File: src/rtl/ppu_timing_pkg.sv
// ppu_timing_pkg: frame geometry presets for the 2C02 (NTSC) and 2C07 (PAL) raster timing.
package ppu_timing_pkg;

    localparam int NTSC_PCLK_DIV     = 4;
    localparam int NTSC_H_TOTAL      = 341;
    localparam int NTSC_V_TOTAL      = 262;
    localparam int NTSC_H_VISIBLE    = 256;
    localparam int NTSC_V_VISIBLE    = 240;
    localparam int NTSC_VBL_SET_LINE = 241;
    localparam int NTSC_PRE_LINE     = 261;
    localparam int NTSC_ODD_SKIP     = 1;

    localparam int PAL_PCLK_DIV      = 5;
    localparam int PAL_H_TOTAL       = 341;
    localparam int PAL_V_TOTAL       = 312;
    localparam int PAL_H_VISIBLE     = 256;
    localparam int PAL_V_VISIBLE     = 240;
    localparam int PAL_VBL_SET_LINE  = 241;
    localparam int PAL_PRE_LINE      = 311;
    localparam int PAL_ODD_SKIP      = 0;

    function automatic bit geom_fits(input int total, input int cw);
        return total <= (1 << cw);
    endfunction

endpackage

File: src/rtl/ppu_pclk_div.sv
// ppu_pclk_div: divides the master clock into a one-CLK-wide registered pixel-clock enable.
module ppu_pclk_div #(
    parameter int PCLK_DIV = 4
) (
    input  logic CLK,
    input  logic RES,
    output logic PCLK_EN
);

    localparam int DW = $clog2(PCLK_DIV);
    localparam logic [DW-1:0] LAST = DW'(PCLK_DIV - 1);

    logic [DW-1:0] div, div_nxt;

    always_comb div_nxt = (div == LAST) ? '0 : div + 1'b1;

    // The enable is a decode of the next divider value, so it is high while div == LAST.
    always_ff @(posedge CLK or posedge RES) begin
        if (RES) begin
            div     <= '0;
            PCLK_EN <= 1'b0;
        end else begin
            div     <= div_nxt;
            PCLK_EN <= (div_nxt == LAST);
        end
    end

endmodule

File: src/rtl/ppu_hv_timing_gen.sv
// ppu_hv_timing_gen: pixel-clock divider plus H/V raster counters, VBlank flag and line/frame strobes.
module ppu_hv_timing_gen
    import ppu_timing_pkg::*;
#(
    parameter int PCLK_DIV     = NTSC_PCLK_DIV,
    parameter int CW           = 9,
    parameter int H_TOTAL      = NTSC_H_TOTAL,
    parameter int V_TOTAL      = NTSC_V_TOTAL,
    parameter int H_VISIBLE    = NTSC_H_VISIBLE,
    parameter int V_VISIBLE    = NTSC_V_VISIBLE,
    parameter int VBL_SET_LINE = NTSC_VBL_SET_LINE,
    parameter int PRE_LINE     = NTSC_PRE_LINE,
    parameter int ODD_SKIP     = NTSC_ODD_SKIP
) (
    input  logic          CLK,
    input  logic          RES,
    input  logic          REND_EN,
    input  logic          VBL_ACK,
    output logic          PCLK_EN,
    output logic [CW-1:0] H_out,
    output logic [CW-1:0] V_out,
    output logic          HB,
    output logic          VB,
    output logic          VBL_FLAG,
    output logic          ODD,
    output logic          LINE_START,
    output logic          FRAME_START
);

    if (!geom_fits(H_TOTAL, CW) || !geom_fits(V_TOTAL, CW)) begin : g_bad_geom
        $error("ppu_hv_timing_gen: H_TOTAL/V_TOTAL exceed counter width");
    end
    if (PCLK_DIV < 2) begin : g_bad_div
        $error("ppu_hv_timing_gen: PCLK_DIV must be >= 2");
    end

    localparam logic [CW-1:0] H_LAST = CW'(H_TOTAL - 1);
    localparam logic [CW-1:0] H_SKIP = CW'(H_TOTAL - 2);
    localparam logic [CW-1:0] V_LAST = CW'(V_TOTAL - 1);
    localparam logic [CW-1:0] H_VIS  = CW'(H_VISIBLE);
    localparam logic [CW-1:0] V_VIS  = CW'(V_VISIBLE);
    localparam logic [CW-1:0] V_SET  = CW'(VBL_SET_LINE);
    localparam logic [CW-1:0] V_PRE  = CW'(PRE_LINE);
    localparam logic [CW-1:0] H_ONE  = CW'(1);

    logic          h_end, skip, line_wrap, frame_wrap, vbl_set, vbl_clr;
    logic [CW-1:0] h_nxt, v_nxt;

    ppu_pclk_div #(.PCLK_DIV(PCLK_DIV)) u_div (
        .CLK     (CLK),
        .RES     (RES),
        .PCLK_EN (PCLK_EN)
    );

    // The odd-frame skip jumps from the second-to-last pre-render dot straight to (0,0).
    always_comb begin
        h_end      = H_out == H_LAST;
        skip       = (ODD_SKIP != 0) && ODD && REND_EN && V_out == V_PRE && H_out == H_SKIP;
        line_wrap  = skip || h_end;
        frame_wrap = skip || (h_end && V_out == V_LAST);
        h_nxt      = line_wrap ? '0 : H_out + 1'b1;
        v_nxt      = frame_wrap ? '0 : h_end ? V_out + 1'b1 : V_out;
        vbl_set    = h_nxt == H_ONE && v_nxt == V_SET;
        vbl_clr    = h_nxt == H_ONE && v_nxt == V_PRE;
    end

    always_ff @(posedge CLK or posedge RES) begin
        if (RES) begin
            H_out       <= '0;
            V_out       <= '0;
            HB          <= 1'b0;
            VB          <= 1'b0;
            ODD         <= 1'b0;
            LINE_START  <= 1'b0;
            FRAME_START <= 1'b0;
        end else begin
            LINE_START  <= PCLK_EN && line_wrap;
            FRAME_START <= PCLK_EN && frame_wrap;
            if (PCLK_EN) begin
                H_out <= h_nxt;
                V_out <= v_nxt;
                HB    <= h_nxt >= H_VIS;
                VB    <= (v_nxt >= V_VIS) && (v_nxt != V_PRE);
                ODD   <= ODD ^ frame_wrap;
            end
        end
    end

    // A status read in the same CLK as the set step wins, so that frame never shows VBlank.
    always_ff @(posedge CLK or posedge RES) begin
        if (RES)
            VBL_FLAG <= 1'b0;
        else
            VBL_FLAG <= (VBL_ACK || (PCLK_EN && vbl_clr)) ? 1'b0 :
                        (PCLK_EN && vbl_set) ? 1'b1 : VBL_FLAG;
    end

endmodule

File: config.mk
export PLATFORM = sky130hd
export DESIGN_NAME = ppu_hv_timing_gen
export DESIGN_NICKNAME = d
export VERILOG_FILES = /design/src/rtl/ppu_timing_pkg.sv /design/src/rtl/ppu_pclk_div.sv /design/src/rtl/ppu_hv_timing_gen.sv
export SDC_FILE = /design/constraint.sdc
export NUM_CORES = 1
export LEC_CHECK = 0
export BUFFER_PORTS_ARGS = -buffer_cell sky130_fd_sc_hd__buf_2
export CAP_MARGIN = 20
export CORE_ASPECT_RATIO = 0.5
export CORE_MARGIN = 5
export CORE_UTILIZATION = 35
export CTS_BUF_LIST = sky130_fd_sc_hd__clkbuf_4
export CTS_CLUSTER_DIAMETER = 30
export DETAILED_ROUTE_END_ITERATION = 12
export GPL_TIMING_DRIVEN = 0
export PLACE_DENSITY = 0.57
export REMOVE_ABC_BUFFERS = 1
export SYNTH_ARGS = -nofsm -noshare
export SYNTH_HDL_FRONTEND = slang
export SYNTH_SLANG_ARGS = --single-unit
File: constraint.sdc
create_clock -name CLK -period 3.2 [get_ports CLK]
set_clock_uncertainty 0.15 [all_clocks]
set_input_delay 0.16 -clock CLK [delete_from_list [all_inputs] [get_ports CLK]]
set_output_delay 0.16 -clock CLK [all_outputs]
set_load 0.005 [all_outputs]
==> flow_summary.yaml <==
timing:
  finalHoldViolCount: 0
  finalCritPeriodShare_pct: 78.4
  worst_pin_slew_ns: 0.812
  hold_ws_ns: 0.257
  setup_viol: 0
  fmax_ghz: 0.399
  fin_crit_ns: 2.51
  rsz0062_at_grt: "no"
  fin_tns_setup_ns: 0
  slew_viol_final: 0
  finalWorstSetupSlack_ns: 0.691
  max_slew_margin_pct: 45.4
setup_path:
  cp.required_ns: 3.30
  cpLargestDelayFamily: "simple AND/OR/NAND/NOR gates"
  reg2reg_depth: 7
  path_cells: "ha_1 -> and4b_1 -> a41oi_1 -> nor3_1 -> nor2b_1 -> o21ai_0 -> o31ai_1"
  cpMaxStageDelayCell: "nor3_1"
  startpoint_type: "flip-flop"
  cpPeakStageDelay_ns: 0.66
  crit_start: "H_out[0]"
  cp.depth: 7
  path_buf_inv: 0
  crit_path_max_fanout: 8
  worstPathArrival_ns: 2.60
  cp-end-kind: "flip-flop"
  r2r-start: "H_out[0]"
  critPathKind: "reg -> reg"
grt:
  use_met3_pct: 3.16
  grt_pass1_wl_mm: 7.13
  use_met1_pct: 18.7
  grt-ovfl-total: 0
  grt_antenna_before_repair: 0
  grt_max_degree: 27
  gr-usage-all-layers_pct: 14.2
  top_usage_layer: "met2"
  first_global_vias: 1447
  use_met2_pct: 23.9
placed_design:
  dp_cells: 269
  dp_hpwl_mm: 2.82
  place_congestion: 0.772
  port_buffers: 28
  place_ws_ns: 0.692
  dpl-instance-area_um2: 1840
logic_synthesis:
  synth_edf_count: 0
  syn_area_um2: 1680
  ys_warn_count: 0
  synth-seq-cells: 26
  avgSynthCellArea_um2: 8.99
  synth-main-ff-cell: "dfrtp_1"
  yosys-top-cells-area: "dfrtp_1 39%, ha_1 4.5%, o21ai_0 4.5%"
  synth_top_area_cell: "dfrtp_1"
  synthArstFlopShare_pct: 100
  yosys.area.top_type_share_pct: 38.7
  syn_inst: 187
  yosysUniqueCellTypes: 46
  yosysSeqAreaShare_pct: 38.7
clocking:
  cts_made_buffers: 3
  clockBufferDepth: 2
  cts_tree: "done"
  cts_resized: 0
  cts.clk_slew.worst_paths_ns: 0.16
  clock_tree.root_cell: "clkbuf_4"
  clkLatencyLatePin_ns: 0.35
  cts_max_level: 1
  cts_sinks: 26
min_path:
  hold_class: "in -> async"
die:
  dieWidth_um: 108
  num_rows: 17
  fp.dieArea_um2: 6380
  pin_count: 29
  dieHeight_um: 59.0
  initial_utilization_pct: 37.3
  core_region_area_um2: 4510
final_layout:
  diodes: 0
  drive_gt1_share_pct: 19.0
  stdcell_count: 276
  area_delta_synth_final_pct: 15.3
  fill_cells: 462
  final_common_cell: "buf_2"
  final_cell_mix: "28 x buf_2, 26 x dfrtp_1, 19 x nand2_1"
  nNetsFinal: 221
  final_area_um2: 1940
route:
  detailroute.via_count: 1443
  ant_nets: 0
  initialDrtViolationCount: 33
  wire_per_inst_um: 14.4
  viasPerCell: 5.23
  drc: 0
  dr.pass1.iters: 4
  wirelength_mm: 3.96
power_and_ir_drop:
  p_leak_nw: 0.906
  ir_worst_vdd_mv: 0.167
  p_per_area_nw_per_um2: 301
run:
  cap_violations: 0
outcome:
  status: "completed"
cell type report:
| type | count | area, um2 | area share (%) |
|---|---|---|---|
| well taps | 66 | 82.6 | 4.26 |
| clock inverters | 1 | 30.0 | 1.55 |
| multi-input cells | 137 | 920 | 47.4 |
| repair buffers | 31 | 188 | 9.68 |
| flip-flops and latches | 26 | 651 | 33.6 |
| clock buffers | 3 | 22.5 | 1.16 |
| inverters | 12 | 45.0 | 2.32 |
worst min-delay path: stages:
cell	delay, ns
dlygate4sd3_1	0.55
buf_2	0.12
inv_1	0.42
Yosys cell counts, types with 4 or more instances:
cell	instances
o21ai_0	15
xnor2_1	8
nor2_1	9
ha_1	6
dfrtp_1	26
nand4_1	6
inv_1	12
and3_1	4
nand2_1	19
nand2b_1	4
xor2_1	4
nor3_1	6
clkbuf_1	7
nand3_1	7
through the flow:
step | util [%] | total power [W]
final | 43.0 | 0.000583
after global routing | 43.0 | 0.000607
after CTS | 42.4 | 0.000589
after detailed placement | 40.8 | 0.000344
after global placement | 40.8 | 0.000343
after floorplan | - | 0.000340
worst paths after layout:
check,slack (ns),to
max in group asynchronous,2.16,V_out[2]
min in group CLK,0.32,u_div.div[0]
worst min register to register,0.32,u_div.div[0]
worst min-delay path,0.26,u_div.PCLK_EN
worst max-delay path,0.69,H_out[4]
worst max register to register,0.69,H_out[4]
kinds of logic (layout without fill, tap and decap cells):
family,Yosys count,after routing,synth area share (%)
AOI/OAI and AO/OA,38,38,15.4
adders and majority gates,6,6,4.46
and+or+nand+nor,80,80,27.9
buffers and inverters,24,47,6.62
xor gates and xnor gates,12,12,6.25
muxes,1,1,0.670
DFF,26,26,38.7
registers in the layout, summed over array words and instances (netlist names):
| signal | cells |
|---|---|
| VB | 1 |
| V_out | 9 |
| FRAME_START | 1 |
| VBL_FLAG | 1 |
| ODD | 1 |
| LINE_START | 1 |
| u_div.PCLK_EN | 1 |
| u_div.div | 2 |
| H_out | 9 |
report_power, final:
part	leakage (nW)	internal [W]	total (W)	switching, W
clock	0.0279	0.000127	0.000239	0.000112
combinational	0.540	0.00000641	0.0000147	0.00000824
sequential	0.338	0.000329	0.000329	0.0000000000000000000132
layer usage:
metal  vias to the layer above  share of wire, %
li1                        716                 -
met1                       697                48
met2                        25                46
met3                         5               4.0
met4                         0               1.2
met5                         -                 0
repair_timing:
| action | CTS | global route |
|---|---|---|
| endpoints found under the hold margin | 27 | 0 |
| buffers inserted | 0 | 0 |
| hold buffers | 2 | 0 |
No activity file was read; power rests on OpenSTA's default activity.
